===== src/rtl/trng_conditioner.sv =====
// TRNG conditioning stage: repetition-count health test, optional von Neumann
// debiasing, WIDTH-bit word packing and a DEPTH-entry show-ahead output FIFO.
module trng_conditioner #(
  parameter int unsigned WIDTH     = 32,
  parameter int unsigned DEPTH     = 4,
  parameter int unsigned REP_LIMIT = 16,
  parameter int unsigned DEBIAS    = 1
) (
  input  logic                       clk,
  input  logic                       rst,
  input  logic                       enable,
  input  logic                       raw_bit,
  input  logic                       raw_valid,
  input  logic                       health_clr,
  output logic [WIDTH-1:0]           rnd_word,
  output logic                       rnd_valid,
  input  logic                       rnd_ready,
  output logic                       health_fail,
  output logic                       overflow,
  output logic [$clog2(DEPTH):0]     fill_level
);

  localparam int unsigned CW = (WIDTH > 1) ? $clog2(WIDTH) : 1;
  localparam int unsigned AW = $clog2(DEPTH);
  localparam int unsigned FW = AW + 1;

  logic             accept;
  logic             rep_last;
  logic [7:0]       rep_cnt;
  logic [7:0]       rep_next;
  logic             pair_flag;
  logic             pair_first;
  logic             cond_valid;
  logic             cond_bit;
  logic [WIDTH-1:0] shreg;
  logic [WIDTH-1:0] word_next;
  logic [CW-1:0]    bit_cnt;
  logic             word_done;

  logic [WIDTH-1:0] mem [DEPTH];
  logic [AW-1:0]    wr_ptr;
  logic [AW-1:0]    rd_ptr;
  logic [FW-1:0]    count;
  logic             full;
  logic             pop;
  logic             push;

  assign accept = raw_valid & enable & ~health_fail & ~health_clr;

  // rep_cnt == 0 marks "no previous sample" after reset or clear
  always_comb begin
    rep_next = 8'd1;
    if (rep_cnt != '0 && raw_bit == rep_last)
      rep_next = rep_cnt + 8'd1;
  end

  always_comb begin
    cond_valid = 1'b0;
    cond_bit   = 1'b0;
    if (DEBIAS != 0) begin
      cond_valid = accept & pair_flag & (pair_first != raw_bit);
      cond_bit   = pair_first;
    end else begin
      cond_valid = accept;
      cond_bit   = raw_bit;
    end
  end

  assign word_next = {shreg[WIDTH-2:0], cond_bit};
  assign word_done = cond_valid && (bit_cnt == CW'(WIDTH - 1));

  always_ff @(posedge clk) begin
    if (rst || health_clr) begin
      health_fail <= 1'b0;
      rep_last    <= 1'b0;
      rep_cnt     <= '0;
      pair_flag   <= 1'b0;
      pair_first  <= 1'b0;
      shreg       <= '0;
      bit_cnt     <= '0;
    end else if (accept) begin
      rep_last <= raw_bit;
      rep_cnt  <= rep_next;
      if (rep_next == 8'(REP_LIMIT))
        health_fail <= 1'b1;
      pair_flag <= ~pair_flag;
      if (!pair_flag)
        pair_first <= raw_bit;
      if (cond_valid) begin
        shreg   <= word_next;
        bit_cnt <= word_done ? '0 : bit_cnt + 1'b1;
      end
    end
  end

  assign full      = (count == FW'(DEPTH));
  assign rnd_valid = (count != '0);
  assign pop       = rnd_valid & rnd_ready;
  // a full FIFO still takes a word when the head leaves in the same cycle
  assign push      = word_done & (~full | pop);
  assign rnd_word  = mem[rd_ptr];
  assign fill_level = count;

  always_ff @(posedge clk) begin
    if (rst) begin
      for (int unsigned i = 0; i < DEPTH; i++)
        mem[i] <= '0;
      wr_ptr   <= '0;
      rd_ptr   <= '0;
      count    <= '0;
      overflow <= 1'b0;
    end else begin
      overflow <= word_done & full & ~pop;
      if (push) begin
        mem[wr_ptr] <= word_next;
        wr_ptr      <= wr_ptr + 1'b1;
      end
      if (pop)
        rd_ptr <= rd_ptr + 1'b1;
      if (push && !pop)
        count <= count + 1'b1;
      else if (pop && !push)
        count <= count - 1'b1;
    end
  end

endmodule

===== config.mk =====
export PLATFORM = sky130hd
export DESIGN_NAME = trng_conditioner
export DESIGN_NICKNAME = d
export VERILOG_FILES = /design/src/rtl/trng_conditioner.sv
export SDC_FILE = /design/constraint.sdc
export NUM_CORES = 1
export LEC_CHECK = 0
export BUFFER_PORTS_ARGS = -buffer_cell sky130_fd_sc_hd__buf_4
export CORE_MARGIN = 2
export CORE_UTILIZATION = 50
export CTS_BUF_LIST = sky130_fd_sc_hd__clkbuf_4
export DETAILED_ROUTE_END_ITERATION = 10
export PLACE_DENSITY_LB_ADDON = 0.25
export SYNTH_ARGS = -nofsm -noshare
export SYNTH_HDL_FRONTEND = slang
export SYNTH_SLANG_ARGS = --single-unit
export TNS_END_PERCENT = 30

===== constraint.sdc =====
create_clock -name clk -period 3.4 [get_ports clk]
set_input_delay 0.17 -clock clk [delete_from_list [all_inputs] [get_ports clk]]
set_output_delay 0.17 -clock clk [all_outputs]
set_load 0.05 [all_outputs]

Word-level counts from Yosys, hierarchy flattened
Memories as Yosys holds them, arrays and structs flattened. A register that Yosys moved wholly into a read port is not among the register bits.
Cells that the tools add are included.
{ "totals": {"mem_bits_rw": 128, "mem_count": 1, "output_inout_bits": 38, "reg_bits": 56, "elab_cells": 66} }
{ "op_classes": {"n_mux": 14, "bitwise_logic": 15, "n_reduce_logical": 14, "addsub": 6, "n_eq_ne": 5} }
{ "memory_table": {"columns": ["memory", "words", "word_bits", "rd", "rd_ports_with_merged_regs", "wr", "line_no", "text"], "rows": [
  ["mem", 4, 32, 1, 1, 4, "40", "logic [WIDTH-1:0] mem [DEPTH];"]
]} }
{ "op_table": {"columns": ["op", "count"], "rows": [
  ["$mux W32", 1],
  ["$reduce_or A32 Y1", 1],
  ["$and A1 B1 Y1", 9],
  ["$add A8 B1 Y8 const B", 1],
  ["$eq A8 B5 Y1 const B", 1],
  ["$mux W8", 1],
  ["$reduce_bool A8 Y1", 1],
  ["$mux W1", 6],
  ["$mux W2", 3],
  ["$mux W3", 2],
  ["$reduce_and A2 Y1", 3],
  ["$add A5 B1 Y5 const B", 1],
  ["$eq A5 B5 Y1 const B", 1],
  ["$mux W5", 1],
  ["$not A1 Y1", 5],
  ["$add A2 B1 Y2 const B", 2],
  ["$logic_and A1 B1 Y1", 4],
  ["$add A3 B1 Y3 const B", 1],
  ["$eq A3 B3 Y1 const B", 1],
  ["$reduce_bool A3 Y1", 1],
  ["$sub A3 B1 Y3 const B", 1],
  ["$logic_not A1 Y1", 2],
  ["$reduce_bool A2 Y1", 1],
  ["$eq A1 B1 Y1", 1],
  ["other kinds (3)", 3]
]} }

Depth between registers and ports, before layout
{ "depth": {"depth_word": 12, "depth_mapped": 11, "depth_no_buf": 11} }

Least setup slack after synthesis
Ideal clock, no wire load.
{ "synth_path": {"path_type": "register to register", "from": "register health_fail", "to": "register count[2], in the netlist fill_level[2]", "setup_ns": 0.070, "path_buffers": 1, "arrival_ns": 2.582, "stages_incl_launch_ff": 11, "synth_period_minus_slack_ns": 2.653, "slack_ns": 0.747, "required_ns": 3.330, "cell_sequence": "dfxtp_1 -> and4bb_2 -> buf_4 -> nand4_4 -> nor2_1 -> ha_1 -> inv_1 -> fa_1 -> xor2_1 -> or3_1 -> a21oi_1"} }
{ "synth_between": {"elab_chain_len": 10} }
{ "synth_lines": {"columns": ["item", "line_no", "text"], "rows": [
  ["from (decl)", "18", "output logic health_fail,"],
  ["from (signal assigned)", "74", "health_fail <= 1'b0;"],
  ["from (signal assigned)", "85", "health_fail <= 1'b1;"],
  ["$not A1 Y1 *", "48", "assign accept = raw_valid & enable & ~health_fail & ~health_clr;"],
  ["$and A1 B1 Y1 * (2 in a row)", "48", null],
  ["$and A1 B1 Y1 * (2 in a row)", "61", "cond_valid = accept & pair_flag & (pair_first != raw_bit);"],
  ["$logic_and A1 B1 Y1 *", "70", "assign word_done = cond_valid && (bit_cnt == CW'(WIDTH - 1));"],
  ["$and A1 B1 Y1 *", "100", "assign push = word_done & (~full | pop);"],
  ["named net push", "46", "logic push;"],
  ["$logic_not A1 Y1", "122", "else if (pop && !push)"],
  ["$logic_and A1 B1 Y1", "122", null],
  ["$reduce_bool A2 Y1 (no line)", null, null],
  ["to (signal assigned)", "121", "count <= count + 1'b1;"],
  ["to (signal assigned)", "123", "count <= count - 1'b1;"],
  ["to (decl)", "43", "logic [FW-1:0] count;"]
]} }
Mark *: on every way through the listed nets, which the timed path passes. The rest lies on a longest branch.
A chain may end at the register's enable or synchronous reset.

==> results.json <==
{
  "cpLargestDelayFamily": "simple AND/OR/NAND/NOR gates",
  "fin_crit_ns": 2.91,
  "start_kind": "register",
  "ys_seq_area_share_pct": 62.6,
  "hpwl_mm": 8.86,
  "path_class": "reg -> reg",
  "power.switching_mw": 0.871,
  "fp.dieArea_sq_um": 17000,
  "crit_arrival_ns": 3.36,
  "cellPowerDensity_nw_per_um2": 466,
  "critPathMaxFanout": 17,
  "syn_nets": 625,
  "synthDistinctLibCells": 49,
  "synth_largest_area_cell": "edfxtp_1",
  "wl_mm": 15.5,
  "tns_ns": 0,
  "post-synth-top-area-fraction_pct": 48.1,
  "power.total_mw": 4.18,
  "clock_skew_ns": 0.0161,
  "rsz0062_at_grt": "false",
  "firstDrtPassIters": 7,
  "nets": 668,
  "slew_violations": 0,
  "synth_cells": 612,
  "max_freq_ghz": 0.343,
  "whs_ns": 0.195,
  "grt-busiest-layer": "met2",
  "grt_start_max_net_pins": 50,
  "hold_path.class": "in -> reg",
  "grt_overflow": 0,
  "seq_power_share_pct": 59.9,
  "relSlewSlack_pct": 23.2,
  "clk_latency_ns": 0.57,
  "swShare_pct": 20.8,
  "yosys-top-cells-area": "edfxtp_1 48%, dfxtp_1 15%, and2_1 10%",
  "period_share_pct": 85.6,
  "cp-end-kind": "register",
  "critical_path_buf_inv_count": 1,
  "chipHeight_microns": 130,
  "start_util_pct": 50.7,
  "syn-cell-area_sq_um": 8000,
  "cts_buffer_depth": 2,
  "use_met1_pct": 25.7,
  "syn2layout_area_growth_pct": 12.2,
  "r2r-start": "bit_cnt[0]",
  "cellLeakagePower_nw": 3.01,
  "use_met2_pct": 32.3,
  "vias": 4766,
  "clkPwrFrac_pct": 34.8,
  "grt_util_met3_pct": 4.48,
  "yosysWarningCount": 0,
  "worstMarginPinSlew_ns": 1.15,
  "via_per_inst": 5.39,
  "status": "completed",
  "io_pins": 45,
  "antenna_found_initial": 1,
  "worstPathCellList": "ha_1 > and3_1 > ha_1 > nand2b_1 > nor2_1 > buf_4 > and2_1",
  "numCtsBuffers": 17,
  "crit_path_top_delay_cell": "nor2_1",
  "critPathLaunch": "bit_cnt[0]",
  "chipWidth_microns": 130,
  "numClockSinks": 186,
  "clock-root-buffer": "clkbuf_4",
  "place_congestion": 0.797,
  "async_reset_ff_share_pct": 0,
  "crit_top_cell": "ha_1",
  "clk_pin_slew_ns": 0.14,
  "grt_pass1_vias": 4611,
  "hold_viol_final": 0,
  "combPwrFrac_pct": 5.3,
  "peakVddDrop_uv": 261,
  "core-area_sq_um": 15800,
  "synth_edf_count": 128,
  "critPathRequiredTime_ns": 3.85,
  "final_cells": 884,
  "numPortBuffers": 44,
  "setup_viol": 0,
  "place_inst": 848,
  "utilization_pct": 56.9,
  "grt_usage_pct": 19.4,
  "slowest_delay_ns": 0.93,
  "cap_viol_max_count": 0,
  "wl_per_cell_microns": 17.6,
  "cts_tree": "done",
  "drtIter0Drc": 385,
  "min_from": "raw_valid",
  "drcViolationCount": 0,
  "ant_nets": 0,
  "drive_gt1_share_pct": 19.9,
  "p_int_mw": 3.31,
  "ys_ff_latch": 186,
  "grt_pass1_wl_mm": 24.4,
  "row_count": 46,
  "h-tree-depth": 4,
  "ys.flop_type": "edfxtp_1",
  "synth_area_per_cell_sq_um": 13.1
}
==> registers in the layout (all words and copies together) (netlist names), named ones only <==
register / flops
mem: 128
shreg: 31
rep_cnt: 8
bit_cnt: 5
fill_level: 3
rd_ptr: 2
wr_ptr: 2
cond_bit: 1
health_fail: 1
overflow: 1
pair_flag: 1
rep_last: 1
==> metal layers <==
metal  vias to the layer above  wire [microns]
met5                         -               0
met4                         0             208
met3                        17             786
met2                       130            7780
met1                      2338            6770
li1                       2281               -
==> worst min-delay path, stage by stage <==
cell,delay (ns)
buf_4,0.11
and4bb_2,0.31
nand2_1,0.09
a21oi_1,0.05
==> layout make-up <==
type | instances | area [sq um]
fill | 1321 | 6800
sequential | 186 | 5010
multi-input combinational | 383 | 2810
timing repair buffer | 61 | 505
tap | 216 | 270
clock inverter | 10 | 199
clock buffer | 21 | 158
inverter | 6 | 22.5
antenna | 1 | 2.50
==> power by group through the flow <==
| stage | sequential (mW) | clock (mW) | combinational [mW] |
|---|---|---|---|
| 4_1_cts | 2.51 | 1.48 | 0.224 |
| 2_1_floorplan | 2.55 | 0 | 0.146 |
| 3_3_place_gp | 2.55 | 0 | 0.219 |
| 3_5_place_dp | 2.56 | 0 | 0.220 |
| 6_report | 2.51 | 1.46 | 0.220 |
| 5_1_grt | 2.51 | 1.56 | 0.232 |
==> synth_stat cells, types with 7 or more instances <==
library cell    n
a21oi_1        44
nand3_1        12
edfxtp_1      128
o21ai_0         8
nand2_1        79
nor2_1         14
mux4_2         32
buf_2           7
clkbuf_2        9
clkbuf_1       14
dfxtp_1        58
and2_1        128
==> stage by stage <==
step | instance area [sq um] | worst slack, ns
floorplan | 8000 | 0.747
global placement | 8570 | 0.664
detailed placement | 8570 | 0.512
CTS | 8970 | 0.446
global route | 8970 | 0.268
finish | 8970 | 0.489
==> path summary, 6_finish.rpt <==
kind                            depth (start not counted)  slack [ns]         end
worst max-delay path                                    7        0.49  mem[3][23]
worst min-delay path                                    4        0.20    rep_last
worst max register to register                          7        0.49  mem[3][23]
worst min register to register                          2        0.47  bit_cnt[4]
==> cells in the final DEF, fill, tap and decap left out, types with 4 or more instances in the layout <==
master and n:
nand2_1 79, or2_2 4, dlygate4sd3_1 4, or4_1 4, nand3_1 12, a21oi_1 44
buf_4 54, ha_1 5, or3_1 4, nor2_1 14, xor2_1 5, bufinv_16 6
inv_1 6, xnor2_1 4, dfxtp_1 57, o21ai_0 8, and2_1 128, clkbuf_4 21
edfxtp_1 128, mux4_2 32
==> timing repair <==
action | 4_1_cts | 5_1_grt
hold endpoints to repair | 13 | 0
resized for setup | 0 | 0
hold buffers | 4 | 0
setup buffers | 0 | 0
==> kinds of logic after synthesis <==
logic type                 synth area share [%]
AOI/OAI and AO/OA                          4.73
xor gates and xnor gates                   1.19
adders and majority gates                  1.03
buffers and inverters                      2.32
DFF                                        62.6
muxes                                      9.28
and+or+nand+nor                            18.9
(Power assumes the default switching activity.)
